## config.mk

```make
export PLATFORM = sky130hd
export DESIGN_NAME = vec_issue_seq
export DESIGN_NICKNAME = d
export VERILOG_FILES = /design/src/rtl/vec_issue_seq.sv
export SDC_FILE = /design/constraint.sdc
export NUM_CORES = 1
export LEC_CHECK = 0
export ABC_AREA = 0
export BUFFER_PORTS_ARGS = -buffer_cell sky130_fd_sc_hd__buf_2
export CAP_MARGIN = 20
export CORE_MARGIN = 10
export CORE_UTILIZATION = 40
export CTS_CLUSTER_DIAMETER = 40
export DETAILED_ROUTE_END_ITERATION = 8
export GPL_TIMING_DRIVEN = 0
export HOLD_SLACK_MARGIN = 0.02
export PLACE_DENSITY = 0.75
export SLEW_MARGIN = 20
export SYNTH_ARGS = -nofsm -noshare
export SYNTH_HDL_FRONTEND = slang
export SYNTH_SLANG_ARGS = --single-unit
```

## constraint.sdc

```tcl
create_clock -name clk -period 1.7 [get_ports clk]
set_clock_uncertainty 0.2 [all_clocks]
set_input_delay 0.085 -clock clk [delete_from_list [all_inputs] [get_ports clk]]
set_output_delay 0.085 -clock clk [all_outputs]
set_load 0.02 [all_outputs]
```

## src/rtl/vec_issue_seq.sv

```systemverilog
// Vector issue sequencer in ID: expands one decoded vector op into one element
// issue per cycle toward ID/EXE and holds fetch until the last element goes out.
//
// state | meaning
// IDLE  | scalar/bubble pass-through; element 0 of a vector op is issued from id_*
// RUN   | issuing elements 1..vlen from the captured base addresses
module vec_issue_seq #(
  parameter int CNT_W  = 5,
  parameter int ADDR_W = 5
) (
  input  logic              clk,
  input  logic              rst,
  input  logic              id_valid,
  input  logic              id_is_vec,
  input  logic [CNT_W-1:0]  id_vlen,
  input  logic [ADDR_W-1:0] id_rs_addr,
  input  logic [ADDR_W-1:0] id_rt_addr,
  input  logic [ADDR_W-1:0] id_rd_addr,
  input  logic              hold,
  input  logic              flush,
  output logic [1:0]        next_state,
  output logic [CNT_W-1:0]  seq_cnt,
  output logic [ADDR_W-1:0] seq_rs_addr,
  output logic [ADDR_W-1:0] seq_rt_addr,
  output logic [ADDR_W-1:0] seq_rd_addr,
  output logic              fetch_stall,
  output logic              busy
);

  localparam logic [1:0] NS_BUBBLE = 2'd0;
  localparam logic [1:0] NS_SCALAR = 2'd1;
  localparam logic [1:0] NS_VEC    = 2'd2;
  localparam logic [1:0] NS_LAST   = 2'd3;

  typedef enum logic {IDLE = 1'b0, RUN = 1'b1} state_t;

  state_t             st, st_nxt;
  logic [CNT_W-1:0]   cnt, cnt_nxt;
  logic [CNT_W-1:0]   vlen_q, vlen_nxt;
  logic [ADDR_W-1:0]  base_rs_q, base_rt_q, base_rd_q;
  logic [ADDR_W-1:0]  base_rs_nxt, base_rt_nxt, base_rd_nxt;
  logic [ADDR_W-1:0]  cnt_addr;
  logic               last_elem;

  assign cnt_addr  = ADDR_W'(cnt);
  assign last_elem = (cnt == vlen_q);
  assign busy      = (st == RUN);

  always_ff @(posedge clk) begin
    if (rst) begin
      st        <= IDLE;
      cnt       <= '0;
      vlen_q    <= '0;
      base_rs_q <= '0;
      base_rt_q <= '0;
      base_rd_q <= '0;
    end else begin
      st        <= st_nxt;
      cnt       <= cnt_nxt;
      vlen_q    <= vlen_nxt;
      base_rs_q <= base_rs_nxt;
      base_rt_q <= base_rt_nxt;
      base_rd_q <= base_rd_nxt;
    end
  end

  always_comb begin
    st_nxt      = st;
    cnt_nxt     = cnt;
    vlen_nxt    = vlen_q;
    base_rs_nxt = base_rs_q;
    base_rt_nxt = base_rt_q;
    base_rd_nxt = base_rd_q;
    next_state  = NS_BUBBLE;
    seq_cnt     = cnt;
    seq_rs_addr = base_rs_q + cnt_addr;
    seq_rt_addr = base_rt_q + cnt_addr;
    seq_rd_addr = base_rd_q + cnt_addr;
    fetch_stall = 1'b0;

    case (st)
      IDLE: begin
        seq_cnt     = '0;
        seq_rs_addr = id_rs_addr;
        seq_rt_addr = id_rt_addr;
        seq_rd_addr = id_rd_addr;
        if (id_valid) begin
          if (!id_is_vec) begin
            next_state = NS_SCALAR;
          end else if (id_vlen == '0) begin
            next_state = NS_LAST;
          end else begin
            next_state  = NS_VEC;
            fetch_stall = 1'b1;
            if (!hold) begin
              st_nxt      = RUN;
              cnt_nxt     = CNT_W'(1);
              vlen_nxt    = id_vlen;
              base_rs_nxt = id_rs_addr;
              base_rt_nxt = id_rt_addr;
              base_rd_nxt = id_rd_addr;
            end
          end
        end
      end
      RUN: begin
        next_state  = last_elem ? NS_LAST : NS_VEC;
        fetch_stall = !last_elem;
        if (!hold) begin
          if (last_elem) begin
            st_nxt  = IDLE;
            cnt_nxt = '0;
          end else begin
            cnt_nxt = cnt + CNT_W'(1);
          end
        end
      end
      default: st_nxt = IDLE;
    endcase

    // Flush beats hold and any capture that IDLE would otherwise perform.
    if (flush) begin
      next_state  = NS_BUBBLE;
      fetch_stall = 1'b0;
      st_nxt      = IDLE;
      cnt_nxt     = '0;
      vlen_nxt    = vlen_q;
      base_rs_nxt = base_rs_q;
      base_rt_nxt = base_rt_q;
      base_rd_nxt = base_rd_q;
    end
  end

endmodule

```

==> reports/qor.csv, run 1 <==
metric;value;unit
grt_max_degree;16;
startpoint_type;register;
synthCells;227;
initial_core_util;41.50;%
synth_top_area_share;28.61;%
required;1.41;ns
ios;50;
drt-pass1-iter-count;4;
ir_worst_vdd;0.0004108;V
rsz0062_at_grt;true;
synthesis.area;0.001819;mm2
dp_hpwl;3784;um
grt_overflow;0;
io_buffers;48;
grt_pass1_wl;9390;um
synth_warnings;0;
worst_path_largest_cell_delay;0.43;ns
crit_chain;ha_4 -> inv_2 -> fa_2 -> inv_1 -> a21o_1 -> a21oi_2 -> xnor2_1 -> a21oi_2 -> buf_6;
critPathKind;register to output pin;
crit_buf_inv;3;
drtIter0Drc;122;
final-hold-violation-count;0;
crit_cells;9;
synth_edf_count;0;
grt_pass1_vias;1952;
clkPwrFrac;35.3;%
p_total;1.520;mW
pwr-share-seq;41.2;%
drive_above_1_share;48.28;%
cpMaxStageDelayCell;dfxtp_4;
areaGrowthSynthToFinish;66.92;%
diodes;0;
whs_path_depth;4;
dieHeight;87.44;um
pwr-share-comb;23.4;%
fmax;450.3;MHz
fp-row-count;24;
leakagePower;1.318;nW
critPathTopFamily;adder cells;
setup_viol;20;
violations;setup timing;
crit_arrival;1.94;ns
drv_cap;0;
switching_share;26.40;%
avgSynthCellArea;8.014;um2
setup_ws;-0.5206;ns
die_width;87.44;um
synth_top_area_cell;dfxtp_1;
cp_max_fo;5;
utilization;69.26;%
syn_nets;269;
tightest_slew;0.7353;ns
synth_seq_area_share;28.61;%
max_slew_margin;50.98;%
post_drt_wl_per_cell;16.60;um
synth_seq_cells;26;
fin_setup_tns;-6.447;ns
synth.area.top_cells;dfxtp_1 (29%), nand2_1 (9.3%), ha_1 (8.9%);
crit_top_cell;a21oi_2;
reg2reg_depth;9;
ant_nets;0;
end_kind;output pin;
root_buffer;clkbuf_8;
synth_flop_cell;dfxtp_1;
p_switching;0.4013;mW
cts_buffer_depth;2;
antenna_found_initial;0;
cts_tree;built;
cts_max_level;1;
drc_errors;0;
p_int;1.119;mW
routed_wl;6160;um
synthArstFlopShare;0;%
insertion_delay;0.28;ns
fin_crit_sh;130.6;%
final.min_clock_period;2.221;ns
die-area;0.007646;mm2
finalNetCount;362;
hp-class;primary input to register;
avgViaCountPerCell;5.251;
gp_congestion;0.8155;
slew_violations;0;
cts_sinks;26;
core;0.004384;mm2
status;finished with violations;
ys_types;30;
track_usage;15.06;%
clk_pin_slew_worst_paths;0.10;ns
pwr_density_cell;500.6;mW/mm2
hold_ws;0.03651;ns
cts_made_buffers;3;
vias;1948;
metrics by stage:
| step | cell area (um2) | instances | setup WS, ns |
|---|---|---|---|
| CTS | 2804 | 362 | -0.5008 |
| finish | 3037 | 371 | -0.5206 |
| global route | 3037 | 371 | -0.6111 |
| detailed placement | 2186 | 327 | -0.3000 |
| global placement | 2186 | 327 | -0.2891 |
| floorplan | 1881 | 227 | -0.09442 |
cells in the final DEF (no fill, tap or decap), drive strengths merged, types with 3 or more instances in the layout:
cell type / n
buf: 74
nand2: 45
a21oi: 41
dfxtp: 26
dlygate4sd3: 19
nor2: 13
ha: 13
xnor2: 12
inv: 11
mux2: 9
clkbuf: 9
a21o: 7
and2: 6
xor2: 5
nand3: 4
o21ai: 4
fa: 3
nor3: 3
power by group through the flow:
stage | clock network [mW] | logic [mW] | registers (mW)
global route | 0.553 | 0.382 | 0.628
detailed placement | 0 | 0.223 | 0.643
CTS | 0.531 | 0.313 | 0.626
global placement | 0 | 0.219 | 0.642
finish | 0.537 | 0.356 | 0.627
floorplan | 0 | 0.137 | 0.641
area by class of cell:
cell class                 count  area, um2
buffer                        13      121.4
clock buffer                   3      41.29
clock inverter                 1      30.03
fill                         297       1348
inverter                      11      41.29
multi-input combinational    177       1451
sequential                    26      536.8
tap                           52      65.06
timing repair buffer          88      749.5
cells in the mapped netlist (5+ instances only):
library cell  instances
dfxtp_1              26
a21o_1                7
xor2_1                5
nand2_1              45
xnor2_1              12
ha_1                 13
and2_1                6
inv_1                11
mux2_2                9
a21oi_1              30
a21oi_2              11
nor2_1               13
clkbuf_1              5
cell families after synthesis:
logic type	synth area share, %
mux	5.571
simple gates	19.88
xor+xnor	8.184
buf+inv	5.983
flops	28.61
fa+ha+maj	12.24
compound gates	19.53
routing by layer:
metal | part of all wire (%) | track usage (%) | up-vias
li1 | - | - | 948
met1 | 42 | 17.50 | 928
met2 | 51 | 27.12 | 60
met3 | 4.5 | 2.622 | 12
met4 | 2.0 | 4.493 | 0
met5 | 0 | 0 | -
worst register-to-register path: stages (launching register included):
cell and delay (ns):
dfxtp_4 0.40, buf_4 0.15, buf_6 0.13, xor2_4 0.18, nor3_4 0.07, buf_4 0.15, buf_6 0.11, a211oi_4 0.26
o21ai_1 0.11, a21oi_1 0.15
registers in the layout, indices dropped and copies added (netlist names):
register / cells
base_rd_q: 5
base_rs_q: 5
base_rt_q: 5
busy: 1
cnt: 5
vlen_q: 5
final timing paths:
path	end	startpoint	slack, ns
setup / recovery	seq_rs_addr[4]	cnt[0]$_SDFFE_PP0P_	-0.52
hold / removal	busy$_SDFF_PP0_	id_is_vec	0.04
setup reg to reg	cnt[4]$_SDFFE_PP0P_	cnt[0]$_SDFFE_PP0P_	-0.26
hold reg to reg	base_rd_q[3]$_SDFFE_PP0P_	base_rd_q[3]$_SDFFE_PP0P_	0.28
what timing repair did:
action / CTS / global route
buffers inserted: 10 / 7
resized for setup: 71 / 42
hold endpoints to repair: 21 / 0
endpoints found under the setup margin: 47 / 42
pin swaps: 24 / 22
hold buffers: 21 / 0
cloned: 0 / 2
Note: power is estimated with default switching activity, not from simulation.
==> run 2, diff against run 1 <==
PLACE_DENSITY = 0.66   (was 0.75)
==> run 2 against run 1 <==
The run still ends with setup timing left. Sequential power about the same. Via count shrank 0.67%. Critical path depth stayed put. Hold slack lost 0.0097 ns. Combinational power is 2% lower. First-iteration DRC count down 16%. Design area down 0.70%. Fmax fell by 0.66%. Clock power decreased by 28%. Count of clock-buffer cells in the layout is 1 higher. Sequential share of layout area grew 0.21 points. Critical path type unchanged. Largest power group unchanged.
==> reports/qor.csv, run 2 (synthesis results as in run 1) <==
metric;value;unit
root_buffer;clkbuf_8;
fin_setup_tns;-6.809;ns
insertion_delay;0.29;ns
io_buffers;48;
antenna_found_initial;0;
hold_ws;0.02679;ns
grt_max_degree;15;
vias;1935;
critPathKind;register to output pin;
required;1.41;ns
setup_ws;-0.5353;ns
grt_pass1_vias;1920;
drv_cap;0;
tightest_slew;0.7463;ns
final_area;0.003015;mm2
crit_arrival;1.95;ns
final.min_clock_period;2.235;ns
slew_violations;0;
grt_pass1_wl;9177;um
dp_hpwl;3842;um
rsz0062_at_grt;true;
utilization;68.78;%
die-area;0.007646;mm2
cts_tree;built;
fin_crit_sh;131.5;%
seq_area;539.3;um2
violations;setup timing;
drc_errors;0;
clk_pin_slew_worst_paths;0.10;ns
worst_path_largest_cell_delay;0.44;ns
pwr_density_cell;451.1;mW/mm2
crit_buf_inv;3;
avgViaCountPerCell;5.216;
cts_made_buffers;3;
num-fill-cells;332;
p_total;1.360;mW
cts_sinks;26;
leakagePower;1.291;nW
ios;50;
status;finished with violations;
final-hold-violation-count;0;
initial_core_util;41.50;%
cp_max_fo;5;
post_dp_cell_area;0.002186;mm2
drive_above_1_share;50.78;%
die_width;87.44;um
drtIter0Drc;102;
multiInputGateArea;0.001480;mm2
cts_max_level;1;
max_slew_margin;50.25;%
crit_top_cell;a21oi_2;
dieHeight;87.44;um
finalNetCount;362;
final_cells;371;
core;0.004384;mm2
fp-row-count;24;
routed_wl;6196;um
layout.cells.most_common;buf_2;
ant_nets;0;
areaGrowthSynthToFinish;65.75;%
grt_overflow;0;
gp_congestion;0.8172;
place_ws;-0.3124;ns
crit_chain;ha_4 -> inv_2 -> fa_2 -> inv_1 -> a21o_1 -> a21oi_2 -> xnor2_1 -> a21oi_2 -> buf_6;
ir_worst_vdd;0.0004522;V
drt-pass1-iter-count;4;
cpMaxStageDelayCell;dfxtp_4;
cts_buffer_depth;2;
critPathTopFamily;adder cells;
final_cell_mix;buf_2 (34), nand2_1 (31), a21oi_2 (24), dfxtp_1 (19), dlygate4sd3_1 (19);
track_usage;14.87;%
hp-class;primary input to register;
place_inst;327;
startpoint_type;register;
setup_viol;35;
post_drt_wl_per_cell;16.70;um
fmax;447.4;MHz
diodes;0;
end_kind;output pin;
==> run 2: where the power goes <==
group | internal [mW] | leakage (nW) | switching, mW | total, mW
clock network | 0.169 | 0.0228 | 0.216 | 0.385
logic | 0.182 | 1.05 | 0.166 | 0.348
registers | 0.614 | 0.215 | 0.0136 | 0.628
total | 0.965 | 1.29 | 0.395 | 1.36
==> run 2: layout make-up <==
cell class | instances | area share, %
multi-input cells | 177 | 49.09
clock buffers | 4 | 1.494
well taps | 52 | 2.158
inverters | 11 | 1.369
plain buffers | 12 | 3.402
repair buffers | 89 | 24.61
flip-flops and latches | 26 | 17.88
==> run 2: repair_timing <==
action                                  CTS  global route
buffers inserted                          9             9
hold buffers                             21             0
gates resized for setup                  68            46
pin swaps                                15            13
gates cloned                              0             2
endpoints found under the hold margin    24             0
endpoints found under the setup margin   45            42
==> run 2: worst paths after layout <==
path | from | end | slack, ns | cells past startpoint
setup / recovery | cnt[0]$_SDFFE_PP0P_ | seq_rs_addr[4] | -0.54 | 9
hold / removal | id_is_vec | busy$_SDFF_PP0_ | 0.03 | 4
setup reg to reg | cnt[0]$_SDFFE_PP0P_ | cnt[2]$_SDFFE_PP0P_ | -0.26 | 9
hold reg to reg | base_rd_q[3]$_SDFFE_PP0P_ | base_rd_q[3]$_SDFFE_PP0P_ | 0.27 | 2
==> run 2: routing by layer <==
metal | share of wire, % | up-vias | track usage, %
li1 | - | 944 | -
met1 | 41 | 909 | 17.75
met2 | 50 | 63 | 25.13
met3 | 5.7 | 19 | 2.903
met4 | 3.2 | 0 | 6.232
met5 | 0 | - | 0
==> run 2: worst reg2reg max path: stages (launching register included) <==
cell,delay (ns)
dfxtp_4,0.41
buf_4,0.16
buf_6,0.13
xor2_4,0.18
nor3_4,0.19
nand2_1,0.12
buf_4,0.16
buf_4,0.14
o211ai_1,0.08
a21oi_1,0.09
==> run 3, diff against run 2 <==
CORE_UTILIZATION = 30   (was 40)
PLACE_DENSITY = default   (was 0.66)
==> run 3 against run 2 <==
The flow still finishes with violations (setup timing). Power increased by 3.9%. Sequential cell count did not move. Count of clock-buffer cells in the layout did not move. Largest cell class unchanged. Highest routed layer unchanged. Critical path depth unchanged. Non-clock buffer count fell by 1.
==> reports/qor.csv, run 3 (synthesis results as in run 1) <==
metric;value;unit
avgViaCountPerCell;4.822;
cts_tree;built;
initial_core_util;30.73;%
layout.cells.most_common;nand2_1;
worstHoldEndpoint;busy$_SDFF_PP0_;
setup_ws;-0.5078;ns
areaGrowthSynthToFinish;68.43;%
p_switching;0.4024;mW
r2r-end;busy$_SDFF_PP0_;
grt_overflow;0;
clkPwrFrac;30.5;%
clk_pin_slew_worst_paths;0.10;ns
end_kind;output pin;
cts_buffer_depth;2;
track_usage;11.39;%
final-hold-violation-count;0;
grt_pass1_vias;1927;
pwr-share-comb;25.2;%
startpoint_type;register;
multiInputGateArea;0.001455;mm2
crit_arrival;1.92;ns
final.min_clock_period;2.208;ns
status;finished with violations;
drv_cap;0;
min_from;id_is_vec;
drt-pass1-iter-count;6;
p_int;1.011;mW
grt_max_degree;15;
cts_sinks;26;
num-fill-cells;535;
tightest_slew;0.7217;ns
violations;setup timing;
switching_share;28.48;%
required;1.41;ns
critPathKind;register to output pin;
cp_max_fo;5;
ant_nets;0;
post_dp_cell_area;0.002215;mm2
core;0.005921;mm2
antenna_found_initial;0;
fmax;452.9;MHz
setup_viol;23;
dieHeight;97.87;um
hp-class;primary input to register;
fin_setup_tns;-6.245;ns
cts_max_level;1;
finalNetCount;361;
pwr_density_cell;461.2;mW/mm2
die-area;0.009579;mm2
reg2reg_slack;-0.31;ns
diodes;0;
seq_area;538.0;um2
fp-row-count;28;
drive_above_1_share;49.69;%
io_buffers;48;
fin_crit_sh;129.9;%
dp_hpwl;3963;um
ir_worst_vdd;0.0002671;V
die_width;97.87;um
leakagePower;1.315;nW
gp_congestion;0.7527;
timing.rr.start;cnt[0]$_SDFFE_PP0P_;
vias;1895;
drc_errors;0;
reg2reg_depth;9;
slew_violations;0;
final_cell_mix;nand2_1 (36), buf_2 (32), a21oi_2 (24), buf_6 (23), dfxtp_1 (20);
root_buffer;clkbuf_8;
grt_pass1_wl;9204;um
ios;50;
drtIter0Drc;136;
rsz0062_at_grt;true;
insertion_delay;0.28;ns
max_slew_margin;51.89;%
whs_path_depth;4;
routed_wl;6106;um
pwr-share-seq;44.3;%
cts_made_buffers;3;
final_area;0.003064;mm2
post_drt_wl_per_cell;15.54;um
==> run 3: what timing repair did <==
action / in CTS / in global routing
cloned: 0 / 3
pin swaps: 17 / 16
hold buffers: 21 / 0
setup endpoints to repair: 47 / 41
gates resized for setup: 70 / 44
endpoints found under the hold margin: 24 / 0
buffers inserted: 8 / 7
==> run 3: area by class of cell <==
| cell class | instances | share of cell area [%] |
|---|---|---|
| Multi-Input combinational cell | 177 | 47.49 |
| Timing Repair Buffer | 87 | 24.95 |
| Sequential cell | 26 | 17.56 |
| Buffer | 13 | 3.797 |
| Tap cell | 75 | 3.062 |
| Clock buffer | 4 | 1.797 |
| Inverter | 11 | 1.347 |
==> run 3: critical path, cell delays in order (launching register included) <==
cell	delay, ns
dfxtp_4	0.43
ha_4	0.15
inv_2	0.03
fa_2	0.34
inv_1	0.07
a21o_1	0.13
a21oi_2	0.07
xnor2_1	0.13
a21oi_2	0.15
buf_6	0.14
==> run 3: power groups by stage <==
| stage | clock, mW | sequential (mW) | combinational [mW] |
|---|---|---|---|
| finish | 0.431 | 0.626 | 0.356 |
| global route | 0.463 | 0.628 | 0.383 |
| CTS | 0.428 | 0.626 | 0.310 |
| detailed placement | 0 | 0.643 | 0.226 |
| global placement | 0 | 0.643 | 0.223 |
| floorplan | 0 | 0.641 | 0.137 |
==> run 3: metal layers <==
layer	track usage, %	part of all wire (%)	up-vias
li1	-	-	948
met1	13.70	45	899
met2	20.15	50	40
met3	2.326	3.8	8
met4	2.573	1.1	0
met5	0	0	-
==> run 3: per-stage QoR <==
stage	util (%)	hold WS [ns]	std cells	power, mW	setup WS, ns
floorplan	-	0.02097	227	0.7776	-0.09442
global placement	37.40	0.1372	350	0.8657	-0.3062
detailed placement	37.40	0.1425	350	0.8687	-0.3121
CTS	47.23	0.02752	383	1.364	-0.4860
global route	51.75	0.04049	393	1.474	-0.6232
finish	51.75	0.04323	393	1.413	-0.5078
==> run 3: worst max path at each step <==
stage	startpoint	to	slack, ns	cells after the start
2_1_floorplan	cnt[0]$_SDFFE_PP0P_	seq_rs_addr[4]	-0.09	8
3_3_place_gp	cnt[2]$_SDFFE_PP0P_	seq_rs_addr[4]	-0.31	6
3_5_place_dp	cnt[2]$_SDFFE_PP0P_	seq_rs_addr[4]	-0.31	6
4_1_cts	cnt[0]$_SDFFE_PP0P_	seq_rt_addr[4]	-0.49	9
5_1_grt	cnt[0]$_SDFFE_PP0P_	seq_rt_addr[4]	-0.62	9
6_report	cnt[0]$_SDFFE_PP0P_	seq_rt_addr[4]	-0.51	9
